$ cat config.mk
export PLATFORM = sky130hd
export DESIGN_NAME = program_loader
export DESIGN_NICKNAME = d
export VERILOG_FILES = /design/src/rtl/program_loader.sv
export SDC_FILE = /design/constraint.sdc
export NUM_CORES = 1
export LEC_CHECK = 0
export ABC_CLOCK_PERIOD_IN_PS = 4840
export CAP_MARGIN = 15
export CORE_MARGIN = 2
export CORE_UTILIZATION = 25
export DETAILED_ROUTE_END_ITERATION = 12
export MAX_ROUTING_LAYER = met4
export PLACE_DENSITY_LB_ADDON = 0.1
export REMOVE_ABC_BUFFERS = 1
export SKIP_CTS_REPAIR_TIMING = 1
export SYNTH_ARGS = -nofsm -noshare
export SYNTH_HDL_FRONTEND = slang
export SYNTH_SLANG_ARGS = --single-unit
$ cat constraint.sdc
create_clock -name clk -period 4.84 [get_ports clk]
set_clock_uncertainty 0.2 [all_clocks]
set_input_delay 0.726 -clock clk [delete_from_list [all_inputs] [get_ports clk]]
set_output_delay 0.726 -clock clk [all_outputs]
set_load 0.1 [all_outputs]
$ cat src/rtl/program_loader.sv
// Boot loader: assembles little-endian words from a host byte stream,
// writes them to instruction memory and holds the CPU in reset until done.
module program_loader #(
  parameter int ADDR_W         = 10,
  parameter int TIMEOUT_CYCLES = 1000000
) (
  input  logic              clk,
  input  logic              rst,
  input  logic              in_valid,
  input  logic [7:0]        in_data,
  output logic              in_ready,
  input  logic              restart,
  output logic              imem_we,
  output logic [ADDR_W-1:0] imem_addr,
  output logic [31:0]       imem_wdata,
  output logic              cpu_rst,
  output logic              load_done,
  output logic              load_error,
  output logic [ADDR_W:0]   words_loaded
);

  localparam int TW = $clog2(TIMEOUT_CYCLES + 1);

  typedef enum logic [2:0] {
    LEN0,
    LEN1,
    DATA,
    DONE,
    ERROR
  } state_e;

  state_e            state_q, state_d;
  logic [1:0]        bidx_q, bidx_d;
  logic [23:0]       asm_q, asm_d;
  logic [15:0]       len_q, len_d;
  logic [TW-1:0]     tmo_q, tmo_d;
  logic              we_q, we_d;
  logic [ADDR_W-1:0] addr_q, addr_d;
  logic [31:0]       wdata_q, wdata_d;
  logic [ADDR_W:0]   words_q, words_d;

  logic        busy;
  logic        waiting;
  logic        accept;
  logic        expire;
  logic        bad_len;
  logic        last_wr;
  logic [16:0] n_hdr;
  logic [16:0] max_n;

  assign busy    = (state_q == LEN0) ||
                   (state_q == LEN1) ||
                   (state_q == DATA);
  assign waiting = (state_q == LEN1) || (state_q == DATA);
  assign accept  = in_valid && busy;

  assign n_hdr   = {1'b0, in_data, len_q[7:0]};
  assign max_n   = 17'd1 << ADDR_W;
  assign bad_len = (n_hdr == 17'd0) || (n_hdr > max_n);

  // words_q already counts the word being written while we_q is high
  assign last_wr = we_q && (17'(words_q) == {1'b0, len_q});

  assign expire  = waiting && !accept &&
                   (tmo_q == TW'(TIMEOUT_CYCLES - 1));

  always_comb begin
    state_d = state_q;
    bidx_d  = bidx_q;
    asm_d   = asm_q;
    len_d   = len_q;
    tmo_d   = tmo_q;
    we_d    = 1'b0;
    addr_d  = addr_q;
    wdata_d = wdata_q;
    words_d = words_q;

    if (accept) begin
      tmo_d = '0;
    end else if (waiting) begin
      tmo_d = tmo_q + 1'b1;
    end

    unique case (state_q)
      LEN0: begin
        if (accept) begin
          len_d[7:0] = in_data;
          state_d    = LEN1;
        end
      end
      LEN1: begin
        if (accept) begin
          len_d   = n_hdr[15:0];
          state_d = bad_len ? ERROR : DATA;
        end else if (expire) begin
          state_d = ERROR;
        end
      end
      DATA: begin
        if (accept) begin
          bidx_d = bidx_q + 2'd1;
          unique case (bidx_q)
            2'd0: asm_d[7:0]   = in_data;
            2'd1: asm_d[15:8]  = in_data;
            2'd2: asm_d[23:16] = in_data;
            default: begin
              wdata_d = {in_data, asm_q};
              addr_d  = words_q[ADDR_W-1:0];
              we_d    = 1'b1;
              words_d = words_q + 1'b1;
            end
          endcase
        end
        if (last_wr) begin
          state_d = DONE;
        end else if (expire) begin
          state_d = ERROR;
        end
      end
      DONE, ERROR: begin
        if (restart) begin
          state_d = LEN0;
          words_d = '0;
          bidx_d  = '0;
          tmo_d   = '0;
        end
      end
      default: state_d = LEN0;
    endcase
  end

  always_ff @(posedge clk or posedge rst) begin
    if (rst) begin
      state_q <= LEN0;
      bidx_q  <= '0;
      asm_q   <= '0;
      len_q   <= '0;
      tmo_q   <= '0;
      we_q    <= 1'b0;
      addr_q  <= '0;
      wdata_q <= '0;
      words_q <= '0;
    end else begin
      state_q <= state_d;
      bidx_q  <= bidx_d;
      asm_q   <= asm_d;
      len_q   <= len_d;
      tmo_q   <= tmo_d;
      we_q    <= we_d;
      addr_q  <= addr_d;
      wdata_q <= wdata_d;
      words_q <= words_d;
    end
  end

  assign in_ready     = busy;
  assign imem_we      = we_q;
  assign imem_addr    = addr_q;
  assign imem_wdata   = wdata_q;
  assign cpu_rst      = (state_q != DONE);
  assign load_done    = (state_q == DONE);
  assign load_error   = (state_q == ERROR);
  assign words_loaded = words_q;

endmodule
Yosys cells after proc, flatten, opt, wreduce, memory -nomap -nowiden

Index checks and enable logic that the tools add are counted.

Flip-flop bits (word level): 119
Output and inout bits: 58

Add/subtract/negate cells: 3
Order comparisons: 1
Muxes and demuxes: 23
Reductions and logical operators: 24
Bitwise logic cells: 2
Equal/unequal tests: 13

Operator list:

| operator                                                                | number |
|---|---|
| 20-bit two-way mux                                                      | 4 |
| 11-bit two-way mux                                                      | 3 |
| 11-bit case mux with 2 select lines                                     | 1 |
| 20-bit by 1-bit adder with 20-bit output (second input constant)        | 1 |
| 20-bit equality test (second input constant)                            | 1 |
| 3-bit two-way mux                                                       | 6 |
| 3-bit AND reduction                                                     | 6 |
| 17-bit logical NOT                                                      | 1 |
| 11-bit by 16-bit equality test with 1-bit output                        | 1 |
| 16-bit by 11-bit > comparator with 1-bit output (second input constant) | 1 |
| 8-bit case mux with 2 select lines                                      | 1 |
| 3-bit case mux with 4 select lines                                      | 1 |
| 11-bit by 1-bit adder with 11-bit output (second input constant)        | 1 |
| 8-bit two-way mux                                                       | 1 |
| 2-bit != test (second input constant)                                   | 4 |
| 3-bit by 2-bit equality test with 1-bit output (second input constant)  | 2 |
| 1-bit logical AND                                                       | 4 |
| 1-bit logical OR                                                        | 4 |
| 2-bit two-way mux                                                       | 2 |
| 2-bit case mux with 2 select lines                                      | 1 |
| 2-bit AND reduction                                                     | 2 |
| 4-bit AND reduction                                                     | 1 |
| 3-bit by 1-bit equality test with 1-bit output (second input constant)  | 1 |
| 3-bit equality test (second input constant)                             | 1 |
| 12 further kinds                                                        | 15 |

Longest topological paths before layout

Gate-level depths: netlist of run 1.

Depth in word-level cells: 10
Mapped depth: 9

Worst setup path after synthesis of run 1

Ideal clock, no wire load.

Path type: flip-flop to flip-flop
Start point: register state_q[1]
End point: register words_q[8], in the netlist words_loaded[8]
Arrival: 2,780 ps
Required time: 4,508 ps
Library setup time: 132 ps
Cell stages (with the launch flop): 7
Path slack: 1,728 ps
Cells stage by stage: dfrtp_1 > buf_2 > nor3b_2 > o21ai_1 > a211oi_1 > xnor2_1 > nor2_1

Elaborated cells on any way between the ends: 15
Classes of those cells: eq/ne (7); mux (1); reduce/logical (7)

RTL lines:

| element                                                                     | line | RTL |
|---|---|---|
| start, declared                                                             | 32   | `state_e state_q, state_d;` |
| start signal, assigned                                                      | 144  | `state_q <= state_d;` |
| 3-bit equality test (*)                                                     | --   |  |
| net load_error                                                              | 18   | `output logic load_error,` |
| 2-bit OR reduction (*)                                                      | 84   | `unique case (state_q)` |
| 2-bit != test (no source line) / 2-bit nonzero test (equally long branches) | --   |  |
| 4-bit AND reduction (no source line)                                        | --   |  |
| end signal, assigned                                                        | 152  | `words_q <= words_d;` |
| end, declared                                                               | 40   | `logic [ADDR_W:0] words_q, words_d;` |

The timed path passes the listed nets; every way through them passes the cells marked *.
A chain may end at the register's enable or synchronous reset.

Final worst setup path of run 1

Start point: register state_q[1]
End point: output port load_done

Cells in the longest elaborated chain, start to end: 1

RTL lines:

| element                                        | line | RTL |
|---|---|---|
| 3-bit by 2-bit equality test with 1-bit output | 161  | `assign load_done = (state_q == DONE);` |
| end, declared                                  | 17   | `output logic load_done,` |

No other way between the ends.

==> flow_summary.yaml, run 1 <==
global_routing:
  antenna_found_initial: 0
  grt_max_degree: 64
  grt_usage_pct: 12.5
  grt_pass1_vias: 3902
  grt_remaining_overflow: 0
  grt_pass1_wl_um: 21100
yosys:
  synthArstFlopShare_pct: 100
  yosysSeqAreaShare_pct: 56.3
  synth.top_cell.area_share_pct: 56.3
  synth_edf_count: 0
  syn_area_um2: 5290
  ys_warn_count: 0
  ys.flop_type: "dfrtp_1"
  syn_area_per_cell_um2: 10.4
  synthTopCellsByArea: "dfrtp_1, nand2_1, mux2_2, xnor2_1, nor2_1"
  yosysTopAreaCell: "dfrtp_1"
  ys_types: 46
  ys_ff_latch: 119
  netlist_instances: 506
sta:
  setup_viol: 0
  drv_slew: 0
  fmax_mhz: 294
  hold_viol_final: 0
  maxSlewHeadroom_pct: 32.0
  tns_ps: 0
  tightest_slew_ps: 1020
  period_needed_ps: 3410
  whs_ps: 260
  finalCritPeriodShare_pct: 70.4
  rsz0062_at_grt: "false"
cells_and_area:
  final_common_cell: "nand2_1"
  nets: 594
  multi_input_area_um2: 2150
  register_area_um2: 2980
  nFillCells: 2160
  areaGrowthSynthToFinish_pct: 28.0
  antennaDiodeCount: 0
  final_cell_mix: "nand2_1, dfrtp_1, clkdlybuf4s50_1"
  drive_gt1_share_pct: 14.4
floorplan:
  io_pins: 70
  initial_core_util_pct: 25.3
  die_width_um: 149
  die_h_um: 149
  die-area_um2: 22300
  core-area_um2: 20900
  rows: 53
clocking:
  clk_pin_slew_ps: 50
  clock-sinks: 119
  htreeDepth: 4
  cts_buffers: 17
  cts_tree: "done"
  root_buffer: "clkbuf_16"
  cts_max_path_buffers: 2
  clock_latency_ps: 400
setup_path:
  cp-start-kind: "register"
  worst_ep_arrival_time_ps: 2480
  critPathKind: "register to primary output"
  critical_path_required_ps: 3910
  worstSetupEndpointType: "primary output"
  path_max_fanout: 12
drt:
  vias_per_cell: 4.37
  drt-initial-drc-count: 174
  drc: 0
  vias: 3759
  antenna_left: 0
  wirelength_um: 12600
  wl_per_cell_um: 14.7
  drt_first_pass_iters: 4
min_path:
  worstHoldPathType: "register to register"
power_and_ir_drop:
  leakagePower_uw: 0.00301
  cellPowerDensity_nw_per_um2: 636
  vdd_ir_drop_max_mv: 0.245
placed_design:
  dp_hpwl_um: 8400
  gp_congestion: 0.731
  io_buffers: 69
run:
  cap_viol_max_count: 0
outcome:
  status: "complete, no violations"
path summary, 6_finish.rpt:
kind | cells past startpoint | from | end | slack [ps]
setup / recovery | 2 | state_q[1] | load_done | 1430
hold / removal | 2 | asm_q[10] | imem_wdata[10] | 260
setup reg to reg | 4 | state_q[1] | tmo_q[1] | 2190
hold reg to reg | 2 | asm_q[10] | imem_wdata[10] | 260
max in group asynchronous | 3 | rst | asm_q[7] | 3040
min in group asynchronous | 2 | rst | tmo_q[2] | 610
synth_stat cells (6+ instances only):
master    count
mux2_2       40
nor2_1       30
xnor2_1      33
nand3_1      11
nand4_1       6
dfrtp_1     119
nor4_1        7
clkbuf_1      7
ha_1          6
nor3_1        7
o21ai_0       6
inv_1        14
a211oi_1      6
nand2_1     147
buf_2        13
metrics by stage:
stage	instance area, um^2	total power [uW]	util, %	setup WS [ps]	instances
detailed placement	6260	3240	29.9	1810	832
floorplan	5170	2810	-	757	484
global route	6770	4550	32.4	1300	860
CTS	6770	4370	32.4	1400	860
global placement	6260	3220	29.9	1730	832
finish	6770	4310	32.4	1430	860
state kept, by name, summed over array words and instances, names as in the netlist:
name,cells
imem_wdata,32
asm_q,24
tmo_q,20
len_q,16
words_loaded,11
imem_addr,10
state_q,3
bidx_q,2
imem_we,1
worst max-delay path, stage by stage (launching register included):
cell,delay (ps)
dfrtp_1,580
and3b_1,330
clkdlybuf4s50_1,1170
cell families (layout without fill, tap and decap cells):
group           after synthesis  count (layout)  share of synthesized area (%)
simple gates                239             239                           20.8
flops                       119             119                           56.3
mux                          40              40                           8.52
xor+xnor                     38              38                           6.29
buf+inv                      36             115                           3.15
compound gates               28              28                           3.48
fa+ha+maj                     6               6                           1.42
routing by layer:
layer,GRT usage (%),up-vias,part of all wire [%]
met5,-,-,0
met4,4.05,0,1.2
met3,3.02,9,2.9
met2,19.0,63,48
met1,16.5,1871,48
li1,-,1816,-
cell type report:
cell class / instances / share of cell area [%]
timing repair buffer: 73 / 10.8
inverter: 14 / 0.813
clock buffer: 23 / 7.21
multi-input combinational: 351 / 31.7
clock inverter: 5 / 0.370
sequential: 119 / 44.0
tap: 275 / 5.08
power by group:
part           internal, uW  leakage, uW  switching, uW
combinational           506      0.00118           1210
sequential             1280      0.00158            205
clock                   691     0.000260            409
No activity file was read; power rests on OpenSTA's default activity.
==> run 2: changes to the inputs <==
Settings changed: ABC_CLOCK_PERIOD_IN_PS 4840 to 3400.
Clock period 4.84 ns to 3.4 ns, I/O delays scaled along.
==> flow_summary.yaml, run 2 (synthesis results as in run 1) <==
placed_design:
  gp_congestion: 0.778
  placed_cells: 839
  io_buffers: 69
  dp_hpwl_um: 8810
floorplan:
  core-area_um2: 20900
  die-area_um2: 22300
  die_width_um: 149
  initial_core_util_pct: 25.3
  die_h_um: 149
  io_pins: 70
  rows: 53
global_routing:
  grt_pass1_vias: 4031
  grt_pass1_wl_um: 21800
  grt_remaining_overflow: 0
  grt_usage_pct: 13.1
  grt_util_met1_pct: 16.8
  use_met2_pct: 20.1
  use_met3_pct: 3.23
  busiest_layer: "met2"
  grt_max_degree: 70
  antenna_found_initial: 0
sta:
  period_needed_ps: 2660
  setup_viol: 0
  rsz0062_at_grt: "false"
  finalCritPeriodShare_pct: 78.3
  fmax_mhz: 376
  hold_viol_final: 0
  tightest_slew_ps: 772
  drv_slew: 0
  maxSlewHeadroom_pct: 48.2
clocking:
  clock_latency_ps: 410
  clock-sinks: 119
  cts_tree: "done"
  cts_max_path_buffers: 2
  htreeDepth: 4
  clk_pin_slew_ps: 60
  cts_buffers: 17
  root_buffer: "clkbuf_16"
setup_path:
  r2r_end: "tmo_q[7]"
  worst_ep_arrival_time_ps: 2780
  critPathMaxStageDelay_ps: 640
  worstSetupEndpointType: "register"
  cp_slowest_cell: "nand2_1"
  critPathTopFamily: "simple AND/OR/NAND/NOR gates"
  rr_worst_depth: 4
  critPathKind: "register to register"
  path_max_fanout: 20
  rr_startpoint: "state_q[1]"
  path_buf_inv: 0
  rrSetupSlack_ps: 740
  critical_path_required_ps: 3520
  path_cells: "and3b_1, o21ai_1, nand2_1, a21oi_1"
  cp-start-kind: "register"
drt:
  drt-initial-drc-count: 223
  wl_per_cell_um: 15.1
  antenna_left: 0
  drc: 0
  vias: 3800
  wirelength_um: 13200
  vias_per_cell: 4.36
  drt_first_pass_iters: 4
outcome:
  status: "complete, no violations"
power_and_ir_drop:
  switching_share_pct: 41.8
  combPwrFrac_pct: 37.4
  vdd_ir_drop_max_mv: 0.404
  cellPowerDensity_nw_per_um2: 948
  leakagePower_uw: 0.00319
  p_int_uw: 3750
  sequentialPowerShare_pct: 33.0
  p_clk_share_pct: 29.6
  power_switching_uw: 2690
cells_and_area:
  drive_gt1_share_pct: 25.7
  layoutNonFillerInstCount: 871
  final_common_cell: "nand2_1"
  nets: 601
  areaGrowthSynthToFinish_pct: 28.3
  antennaDiodeCount: 0
  largest_reg_flops: 32
  final_cell_mix: "nand2_1, dfrtp_1, buf_4"
  postLayoutCoreUtil_pct: 32.5
min_path:
  worstHoldPathType: "input port to asynchronous set/reset pin"
run:
  cap_viol_max_count: 0
-- run 2: layout make-up --
| type | count | area, um^2 |
|---|---|---|
| sequential | 119 | 2980 |
| tap | 275 | 344 |
| multi-input combinational | 351 | 2150 |
| timing repair buffer | 80 | 641 |
| fill | 2145 | 14100 |
| clock inverter | 12 | 175 |
| inverter | 14 | 55.1 |
| clock buffer | 20 | 447 |
-- run 2: worst reg2reg max path, stage by stage (launching register included) --
cell	delay, ps
dfrtp_1	520
and3b_1	320
o21ai_1	600
nand2_1	640
a21oi_1	300
-- run 2: stage by stage --
step                      instance area (um^2)  hold WS (ps)  setup slack [ps]  TNS (ps)  power, uW
after CTS                                 6790           245               748         0       6520
after detailed placement                  6160           254               575         0       4590
final                                     6790           240               739         0       6440
after floorplan                           5170           233              -467    -55630       4000
after global placement                    6160           243               613         0       4550
after global routing                      6790           257               518         0       6770
-- run 2: power by group through the flow --
| stage | clock network (uW) | logic, uW | registers (uW) |
|---|---|---|---|
| floorplan | 0 | 900 | 3100 |
| global placement | 0 | 2400 | 2150 |
| detailed placement | 0 | 2430 | 2150 |
| CTS | 1950 | 2430 | 2130 |
| global route | 2030 | 2550 | 2190 |
| finish | 1900 | 2400 | 2130 |
-- run 2: worst max-delay path by stage --
stage,from,to,slack [ps],cells after the start
after floorplan,rst,asm_q[0],-470,1
after global routing,state_q[2],tmo_q[7],520,4
after detailed placement,in_data[4],state_q[2],580,6
after CTS,state_q[1],tmo_q[7],750,4
final,state_q[1],tmo_q[7],740,4
after global placement,in_data[0],state_q[1],610,5
-- run 2: routing by layer --
metal / vias up / wire length, um
li1: 1838 / -
met1: 1873 / 6370
met2: 73 / 6170
met3: 16 / 421
met4: 0 / 220
met5: - / 0
==> run 3: changes to the inputs <==
Settings changed: ABC_CLOCK_PERIOD_IN_PS 3400 to 2750.
Clock period 3.4 ns to 2.75 ns, I/O delays scaled along.
==> flow_summary.yaml, run 3 (synthesis results as in run 1) <==
outcome:
  status: "complete, no violations"
clocking:
  cts_buffers: 17
  root_buffer: "clkbuf_16"
  clock_latency_ps: 420
  cts_tree: "done"
  clk_pin_slew_ps: 50
  cts_max_path_buffers: 2
  htreeDepth: 4
  clock-sinks: 119
run:
  cap_viol_max_count: 0
drt:
  antenna_left: 0
  drc: 0
  wirelength_um: 13400
  wl_per_cell_um: 15.3
  vias_per_cell: 4.29
  vias: 3769
  drt_first_pass_iters: 4
  drt-initial-drc-count: 158
setup_path:
  worstSetupEndpointType: "primary output"
  worst_ep_arrival_time_ps: 1710
  critPathKind: "register to primary output"
  path_max_fanout: 12
  cp-start-kind: "register"
  critical_path_required_ps: 2140
  rr_worst_depth: 6
placed_design:
  placed_cells: 848
  dp_hpwl_um: 9160
  gp_congestion: 0.726
  dp_slack_ps: 215
  io_buffers: 69
floorplan:
  rows: 53
  die_width_um: 149
  die-area_um2: 22300
  io_pins: 70
  die_h_um: 149
  initial_core_util_pct: 25.3
  core-area_um2: 20900
sta:
  tns_ps: 0
  rsz0062_at_grt: "false"
  tightest_slew_ps: 648
  period_needed_ps: 2330
  drv_slew: 0
  setup_viol: 0
  setup_slack_ps: 423
  maxSlewHeadroom_pct: 56.5
  fmax_mhz: 430
  whs_ps: 234
  finalCritPeriodShare_pct: 84.6
  hold_viol_final: 0
power_and_ir_drop:
  power_uw: 7970
  leakagePower_uw: 0.00324
  vdd_ir_drop_max_mv: 0.429
  cellPowerDensity_nw_per_um2: 1160
global_routing:
  grt_max_degree: 45
  antenna_found_initial: 0
  grt_pass1_vias: 4060
  grt_pass1_wl_um: 22100
  grt_usage_pct: 13.3
  grt_remaining_overflow: 0
cells_and_area:
  areaGrowthSynthToFinish_pct: 29.9
  drive_gt1_share_pct: 26.5
  largest_reg_flops: 32
  nFillCells: 2152
  final_common_cell: "nand2_1"
  layoutNonFillerInstCount: 878
  antennaDiodeCount: 0
  final_cell_mix: "nand2_1, dfrtp_1, buf_4"
  nets: 610
min_path:
  worstHoldPathType: "input port to asynchronous set/reset pin"
## run 3: cell count changes in the layout (fill, tap and decap cells not counted), sizes merged
cell and change:
clkbuf +1, inv -1, clkinvlp -1, clkinv -1, buf +9
## run 3: path summary, 6_finish.rpt
path	startpoint	end	slack (ps)
worst max-delay path	state_q[2]	load_error	420
worst min-delay path	rst	tmo_q[18]	230
worst max register to register	state_q[1]	imem_wdata[28]	480
worst min register to register	asm_q[19]	imem_wdata[19]	260
max in group asynchronous	rst	words_loaded[2]	1500
min in group clk	asm_q[19]	imem_wdata[19]	260
## run 3: final cells by class
type                       count  area [um^2]  area share (%)
inverter                      14         55.1           0.802
timing repair buffer          89          733            10.7
tap                          275          344            5.01
multi-input combinational    351         2150            31.3
clock inverter                 9          150            2.19
sequential                   119         2980            43.4
clock buffer                  21          460            6.71
## run 3: where the power goes
group | total [uW] | switching [uW] | leakage [uW] | internal [uW]
combinational | 3000 | 2140 | 0.00137 | 860
sequential | 2640 | 379 | 0.00158 | 2260
clock | 2330 | 783 | 0.000295 | 1550
total | 7970 | 3300 | 0.00324 | 4670
## run 3: metrics by stage
| step | util (%) | area [um^2] |
|---|---|---|
| finish | 32.9 | 6870 |
| global placement | 29.9 | 6260 |
| floorplan | - | 5170 |
| detailed placement | 29.9 | 6260 |
| CTS | 32.9 | 6870 |
| global route | 32.9 | 6870 |
## run 3: per-layer routing
metal,wire [um],vias up,global-route usage (%)
li1,-,1856,-
met1,6630,1847,17.3
met3,292,13,3.29
met4,170,0,4.76
met2,6300,53,20.0
met5,0,-,-
## run 3: worst max-delay path, stage by stage, from the launching register on
cell	delay (ps)
dfrtp_1	550
nor3b_2	390
buf_4	360
